[config.mk]
export PLATFORM = sky130hd
export DESIGN_NAME = home_alert_scheduler
export DESIGN_NICKNAME = d
export VERILOG_FILES = /design/src/rtl/home_alert_scheduler.sv
export SDC_FILE = /design/constraint.sdc
export NUM_CORES = 1
export LEC_CHECK = 0
export ABC_AREA = 1
export CAP_MARGIN = 20
export CORE_MARGIN = 4
export CORE_UTILIZATION = 61
export DETAILED_ROUTE_END_ITERATION = 10
export PLACE_DENSITY = 0.82
export SYNTH_ARGS = -nofsm -noshare
export SYNTH_HDL_FRONTEND = slang
export SYNTH_SLANG_ARGS = --single-unit
[constraint.sdc]
create_clock -name clk -period 10 [get_ports clk]
set_input_delay 2 -clock clk [delete_from_list [all_inputs] [get_ports clk]]
set_output_delay 2 -clock clk [all_outputs]
set_load 0.01 [all_outputs]
[src/rtl/home_alert_scheduler.sv]
// rtl/home_alert_scheduler.sv - fire-preemptive round-robin grant of home alert requests with climate changeover guard
module home_alert_scheduler #(
    parameter int HOLD_CYCLES  = 8,
    parameter int GUARD_CYCLES = 16,
    parameter int CNT_W        = 8
) (
    input  logic       clk,
    input  logic       rst,
    input  logic [5:0] req,
    output logic [5:0] grant,
    output logic [2:0] grant_id,
    output logic       busy,
    output logic       grant_change,
    output logic [1:0] climate_lock
);

    typedef enum logic {IDLE, GRANT} state_t;

    localparam logic [5:0] FIRE = 6'b000100;

    state_t           state, state_n;
    logic [CNT_W-1:0] hold_cnt, hold_n;
    logic [CNT_W-1:0] guard_cnt, guard_n;
    logic [2:0]       rr_ptr, rr_n;
    logic [1:0]       lock_type, lock_type_n;
    logic [5:0]       grant_n;
    logic             chg_n;
    logic [5:0]       eligible, cand, pick;
    logic             rel;

    // Round-robin positions 0..4 map to request bits FD, RD, W, Heater, Cooler.
    function automatic logic [2:0] pos_bit(input logic [2:0] p);
        case (p)
            3'd0:    pos_bit = 3'd0;
            3'd1:    pos_bit = 3'd1;
            3'd2:    pos_bit = 3'd3;
            3'd3:    pos_bit = 3'd4;
            default: pos_bit = 3'd5;
        endcase
    endfunction

    function automatic logic [2:0] bit_pos(input logic [5:0] g);
        case (g)
            6'b000001: bit_pos = 3'd0;
            6'b000010: bit_pos = 3'd1;
            6'b001000: bit_pos = 3'd2;
            6'b010000: bit_pos = 3'd3;
            default:   bit_pos = 3'd4;
        endcase
    endfunction

    function automatic logic [5:0] rr_pick(input logic [5:0] m, input logic [2:0] ptr);
        logic [5:0] r;
        logic [2:0] p;
        logic [2:0] b;
        r = '0;
        p = ptr;
        for (int k = 0; k < 5; k++) begin
            p = (p == 3'd4) ? 3'd0 : p + 3'd1;
            b = pos_bit(p);
            if (r == '0 && m[b]) r[b] = 1'b1;
        end
        return r;
    endfunction

    function automatic logic [2:0] onehot_id(input logic [5:0] g);
        logic [2:0] id;
        id = '0;
        for (int i = 0; i < 6; i++) begin
            if (g[i]) id = 3'(i + 1);
        end
        return id;
    endfunction

    assign climate_lock = lock_type & {2{guard_cnt != '0}};

    always_comb begin
        eligible    = req & ~{climate_lock[1], climate_lock[0], 4'b0};
        // While one climate type holds, the other is never a direct successor.
        cand        = eligible & ~grant & ~{grant[4], grant[5], 4'b0};
        pick        = rr_pick((state == IDLE) ? eligible : cand, rr_ptr);
        state_n     = state;
        grant_n     = grant;
        hold_n      = (hold_cnt != '0) ? hold_cnt - CNT_W'(1) : '0;
        rr_n        = rr_ptr;
        chg_n       = 1'b0;
        rel         = 1'b0;
        case (state)
            IDLE: begin
                if (eligible[2]) begin
                    grant_n = FIRE;
                    state_n = GRANT;
                    hold_n  = CNT_W'(HOLD_CYCLES - 1);
                    chg_n   = 1'b1;
                end else if (pick != '0) begin
                    grant_n = pick;
                    rr_n    = bit_pos(pick);
                    state_n = GRANT;
                    hold_n  = CNT_W'(HOLD_CYCLES - 1);
                    chg_n   = 1'b1;
                end
            end
            GRANT: begin
                if (!grant[2] && eligible[2]) begin
                    grant_n = FIRE;
                    hold_n  = CNT_W'(HOLD_CYCLES - 1);
                    chg_n   = 1'b1;
                end else if (hold_cnt == '0) begin
                    rel = grant[2] ? !req[2] : (((req & grant) == '0) || (cand != '0));
                    if (rel) begin
                        if (pick != '0) begin
                            grant_n = pick;
                            rr_n    = bit_pos(pick);
                            hold_n  = CNT_W'(HOLD_CYCLES - 1);
                            chg_n   = 1'b1;
                        end else begin
                            grant_n = '0;
                            state_n = IDLE;
                        end
                    end
                end
            end
            default: state_n = IDLE;
        endcase

        lock_type_n = lock_type;
        guard_n     = (guard_cnt != '0) ? guard_cnt - CNT_W'(1) : '0;
        if (grant[4] && !grant_n[4]) begin
            guard_n     = CNT_W'(GUARD_CYCLES);
            lock_type_n = 2'b10;
        end else if (grant[5] && !grant_n[5]) begin
            guard_n     = CNT_W'(GUARD_CYCLES);
            lock_type_n = 2'b01;
        end
    end

    always_ff @(posedge clk or posedge rst) begin
        if (rst) begin
            state        <= IDLE;
            hold_cnt     <= '0;
            guard_cnt    <= '0;
            lock_type    <= '0;
            rr_ptr       <= 3'd4;
            grant        <= '0;
            grant_id     <= '0;
            busy         <= 1'b0;
            grant_change <= 1'b0;
        end else begin
            state        <= state_n;
            hold_cnt     <= hold_n;
            guard_cnt    <= guard_n;
            lock_type    <= lock_type_n;
            rr_ptr       <= rr_n;
            grant        <= grant_n;
            grant_id     <= onehot_id(grant_n);
            busy         <= |grant_n;
            grant_change <= chg_n;
        end
    end

endmodule

## After elaboration in Yosys (flattened, before gate mapping)

Cells that the tools add are included.

- Magnitude comparators: 10
- Bitwise logic cells: 13
- Add/sub/neg operators: 7
- Muxes and demuxes: 79
- Equality and inequality tests: 28
- Reductions and logical operators: 35

Operator list:

| operator | number |
|---|---|
| $mux 6 | 12 |
| $mux 8 | 9 |
| $pmux 3 s4 | 6 |
| $mux 3 | 15 |
| $eq 3x2->1 const B | 10 |
| $logic_not 6->1 | 5 |
| $and 6x6->6 | 4 |
| $or 6x6->6 | 4 |
| $lt 3x4->1 const B | 5 |
| $mux 1 | 20 |
| $not 6->6 | 3 |
| $pmux 8 s2 | 1 |
| $reduce_bool 8->1 | 2 |
| $sub 8x1->8 const B | 2 |
| $add 3x1->3 const B | 5 |
| $bmux 1 s3 | 5 |
| $demux 1 s3 | 5 |
| $eq 3x1->1 const B | 5 |
| $eq 3x3->1 const B | 5 |
| $ge 3x1->1 const B | 5 |
| $logic_not 3->1 | 5 |
| $logic_and 1x1->1 | 12 |
| $pmux 6 s2 | 1 |
| $reduce_bool 6->1 | 2 |
| 17 further kinds | 24 |

- Output and inout bits: 13
- Flip-flop bits (word level): 33
- Input bits: 8
- Word-level logic and storage cells: 181

## Depth between registers and ports, before layout

- Depth after elaboration: 34
- Depth in mapped cells: 43
- Gate-level depth less buffers: 43

## Worst setup path before layout

OpenSTA, ideal clock, no wires.

- Path kind: input -> register
- Start point: input port req[2]
- End point: register grant_id[0]
- Setup slack: 5.136 ns
- Library setup time: 0.123 ns
- Path buffers: 1
- Data required time: 9.877 ns
- Cell stages on the path: 29
- Data arrival time: 4.740 ns
- Path through: buf_2 nor2_1 nor2_1 inv_1 nand3_1 nand3_1 nand3_1 nand2_1 nor2_2 nand3_1 nand2_1 nor2_2 nand3_2 nor2_1 nor2_1 nand2_1 nor2_4 nand2_2 nand2_1 nand2_2 nand2_2 nor2_8 nand2_4 inv_2 nand2_2 o21ai_2 inv_1 nand2_1 a21oi_1

- Elaborated cells on any way between the ends: 52
- Those cells by class: mux (30); bitwise (8); reduce/logical (14)

RTL lines:

| what | line | source |
|---|---|---|
| from (decl) | 9 | `input logic [5:0] req,` |
| $and 6x6->6 | 78 | `eligible = req & ~{climate_lock[1], climate_lock[0], 4'b0};` |
| $and 6x6->6 (2 in a row) | 80 | `cand = eligible & ~grant & ~{grant[4], grant[5], 4'b0};` |
| $mux 6 | 81 | `pick = rr_pick((state == IDLE) ? eligible : cand, rr_ptr);` |
| $bmux 1 s3 | 61 | `if (r == '0 && m[b]) r[b] = 1'b1;` |
| $mux 1 (implied by the code) | 61 |  |
| $mux 6 | 61 |  |
| $logic_not 6->1 | 61 |  |
| $logic_and 1x1->1 | 61 |  |
| [... 10 more ...] | -- |  |
| $reduce_bool 6->1 | 95, 111 |  |
| $mux 6 | 111 | `if (pick != '0) begin` |
| $mux 6 | 110 | `if (rel) begin` |
| $mux 6 | 108 | `end else if (hold_cnt == '0) begin` |
| $mux 6 | 104 | `if (!grant[2] && eligible[2]) begin` |
| $pmux 6 s2 * | 88 | `case (state)` |
| via grant_n[3] | 26 | `logic [5:0] grant_n;` |
| $mux 3 * (3 in a row) | 70 | `if (g[i]) id = 3'(i + 1);` |
| to (signal assigned) | 155 | `grant_id <= onehot_id(grant_n);` |
| to (decl) | 11 | `output logic [2:0] grant_id,` |

The timed path passes the listed nets; every way through them passes the cells marked *. The select of a mux whose other input is x is not followed.
A chain may end at the register's enable or synchronous reset.

## Final worst setup path

- Start point: input port req[1]
- End point: register busy

- Cells in the longest elaborated chain, start to end: 26
- Elaborated cells on any way between the ends: 45
- Those cells by class: mux (24); bitwise (8); reduce/logical (13)

RTL lines:

| what | line | source |
|---|---|---|
| $and 6x6->6 | 78 |  |
| $and 6x6->6 (2 in a row) | 80 |  |
| $mux 6 | 81 |  |
| $bmux 1 s3 | 61 |  |
| $mux 1 (implied by the code) | 61 |  |
| $mux 6 | 61 |  |
| $logic_not 6->1 | 61 |  |
| $logic_and 1x1->1 | 61 |  |
| [... 9 more ...] | -- |  |
| $mux 6 | 61 |  |
| $reduce_bool 6->1 | 95, 111 |  |
| $mux 6 | 111 |  |
| $mux 6 | 110 |  |
| $mux 6 | 108 |  |
| $mux 6 | 104 |  |
| $pmux 6 s2 * | 88 |  |
| $reduce_or 6->1 * | 156 | `busy <= \|grant_n;` |
| to (signal assigned) | 156 |  |
| to (decl) | 12 | `output logic busy,` |

Mark *: on every way between the ends. The rest lies on a longest branch, timed or not. The select of a mux whose other input is x is not followed.

==> metrics list <==
- The first global-routing pass estimated ~14000 um of wire.
- The synthesized design devotes to its leading area cell type between 20% and 30% of total area.
* Kind of capture point of the worst setup path: flip-flop
* Period Utilization, post-route: between 50% and 60%
- Sequential cell area fraction in the yosys report: between 20% and 30%
* Required time of the critical path: around 10 ns
* Syn avg cell area: about 6.6 sq um
- Max Clock Skew: 0.00342 ns
* Number of antenna violations at the first check in global routing: 0
- The flow ran to the end, and the final reports show no timing, DRC or antenna violations.
* Number of sinks on the clock net: 33
- Clock-pin slew was measured on the worst setup and hold paths at approximately 0.070 ns.
- IO Pins: 21
- Depth of the worst register-to-register path: 37
- Biggest area contributors in the synthesized netlist: dfrtp_1 (23%), nand2_1 (12%), inv_1 (10%)
- Cell Rows: 27
* CTS-repair resized insts: 0
* Estimated wirelength of the detail-placed design: approximately 6300 um
- Maximum clock insertion buffer count: 2
- Entering global routing, the biggest net connects 34 pins.
- Leaving out fill and tap cells, the most frequent cell in the layout is nand2_1.
* Class of the most critical hold timing path: flip-flop to flip-flop
* Post-Syn Nets: 542
* Layout Cell Area excl Fill: ~3800 sq um
* Final total negative setup slack: 0 ns
- Fraction of final layout cells sized beyond drive strength 1: 18.4%
- Number of cells traversed by the worst hold path: 1
* Number of antenna diodes: 0
- The biggest area contributor in the post-synthesis netlist is dfrtp_1.
* Peak per-stage delay on the critical path: between 0.4 and 0.5 ns
* Via density per instance: about 5.4
- Layout overhead on the synthesized area: 11.8%
- The via count of the first global-routing pass came to about 3200.
- Root cell of the clock tree: clkbuf_8
- Final slew viol count: 0
* Buffers added on ports: 20
* Cell repeated most along the worst path: nand2_1
- Die Area: between 6000 and 7000 sq um
- Warnings, synthesis: 0
- After synthesis, the netlist uses between 40 and 50 different library cells.
- The later pin in the worst-skew pair is clocked with a latency of between 0.2 and 0.3 ns.
- The tool flagged a number of max-cap violations equal to 0.
- Slowest CP cell: clkdlybuf4s50_1
* Time the final worst path needs with I/O delays and setup: between 5 and 6 ns
- Timing would allow up to around 180 MHz.
* Tot GR Track Use: between 20% and 30%
* Cell count after synthesis: 516
- TritonCTS built the clock tree.
- The H-tree was split into 2 levels.
- At the end of the flow, the number of nets in the layout was 568.
- Across all hold checks on the routed design, the worst slack comes to between 0.4 and 0.5 ns.
* Routed Antenna Nets: 0
* Number of remaining DRC errors: 0
* Number of DRC markers after the initial detailed-route iteration: roughly 250
- Critical Setup Path Class: input pin to flip-flop
* Num CTS Buffers: 5
- Initial DRT Pass Iterations: 5
- Of all nets on the critical path, the largest fanout is 6.
- After synthesis the netlist holds a flip-flop and latch count of 33.
- The final-report hold violation count is 0.
- Headroom to the max-slew limit came out at 60.9%.
- Final number of setup-violating endpoints: 0
* Setup repair after global routing missed its margin: false
* Cell area after synthesis: around 3400 sq um
- The die is around 83 um wide.
- Die Height: between 80 and 90 um
- STA classifies the critical path startpoint as an input pin.
* Post CTS Setup Buffer Count: 0
* Starting density of the core: between 60% and 70%
- For the worst setup path, the data arrival time is around 5.8 ns.
* Floorplan core area: 5470 sq um
- At the pin with the least slew margin, the transition time is 0.585 ns.
* Post-CTS Hold Fix Bufs: 0
- Post-Route WL: between 8000 and 9000 um
- In the final routed layout, each cell accounts on average for roughly 13 um.
- The congestion estimate from routability-driven global placement came to between 0.9 and 1.
- Commonest cells after routing, fill and taps aside: nand2_1 (110), inv_1 (93), nor2_1 (50), nand3_1 (39), dfrtp_1 (32)
* Aggregate global routing overflow: 0
* Placed Area: about 3700 sq um
- Overall via count from detail_route: between 3000 and 4000
-- cell type report --
type	instances	area [sq um]
Multi-Input combinational cell	370	2170
Fill cell	484	1640
Sequential cell	33	827
Inverter	111	419
Timing Repair Buffer	21	208
Tap cell	72	90.1
Clock buffer	7	86.3
Clock inverter	1	30.0
-- critical path: cells and delay by family --
family | cells | cell delay [ns]
and+or+nand+nor | 25 | 2.61
buffers and inverters | 4 | 0.70
AOI/OAI and AO/OA | 2 | 0.54
-- cell usage after synthesis (all sizes together) --
master,instances
a211oi,2
a21oi,17
a22o,2
a22oi,1
a2bb2oi,1
a311oi,1
a31o,1
a31oi,4
and3,2
buf,1
clkbuf,1
dfrtp,32
dfstp,1
ha,18
inv,111
nand2,143
nand3,49
nand3b,2
nand4,12
nor2,63
nor3,2
nor4,7
o211ai,2
o21a,1
o21ai,32
o21bai,1
o221ai,1
o22ai,2
or2,2
xor2,2
-- flip-flops by register name, indices dropped and copies added (netlist names) --
signal / count
busy: 1
grant: 6
grant_change: 1
grant_id: 3
guard_cnt: 8
hold_cnt: 8
lock_type: 2
rr_ptr: 3
state: 1
-- routing by layer --
layer,vias to the layer above,routed length [um],track usage (%)
met5,-,0,0
met4,0,104,5.79
met3,9,456,3.87
met2,119,3850,41.5
met1,1530,3640,31.5
li1,1692,-,-
-- worst paths after layout --
check                                      start                endpoint  slack (ns)
setup / recovery                          req[1]          busy$_DFF_PP0_        4.33
hold / removal             hold_cnt[0]$_DFF_PP0_   hold_cnt[0]$_DFF_PP0_        0.46
setup reg to reg           rr_ptr[0]$_DFFE_PP0P_          busy$_DFF_PP0_        4.57
hold reg to reg            hold_cnt[0]$_DFF_PP0_   hold_cnt[0]$_DFF_PP0_        0.46
max in group asynchronous                    rst   rr_ptr[2]$_DFFE_PP1P_        7.57
min in group asynchronous                    rst  guard_cnt[4]$_DFF_PP0_        2.10
-- per-stage QoR --
step	setup WS [ns]	cells	utilization, %
after detailed placement	4.10	607	67.8
after CTS	4.39	615	70.0
after global routing	3.88	615	70.0
after floorplan	5.14	516	-
final	4.33	615	70.0
after global placement	4.21	607	67.8
-- cell families (layout without fill, tap and decap cells) --
| logic type | count (synthesis) | in the layout | synth area share, % |
|---|---|---|---|
| and+or+nand+nor | 282 | 282 | 43.2 |
| DFF | 33 | 33 | 24.2 |
| adders and majority gates | 18 | 18 | 6.58 |
| buffers and inverters | 113 | 140 | 12.5 |
| xor gates and xnor gates | 2 | 2 | 0.512 |
| AOI/OAI and AO/OA | 68 | 68 | 13.1 |
Power is left out: the tool's default activity adds up to more than one toggle a clock period on the data nets, which glitch-free logic cannot reach.
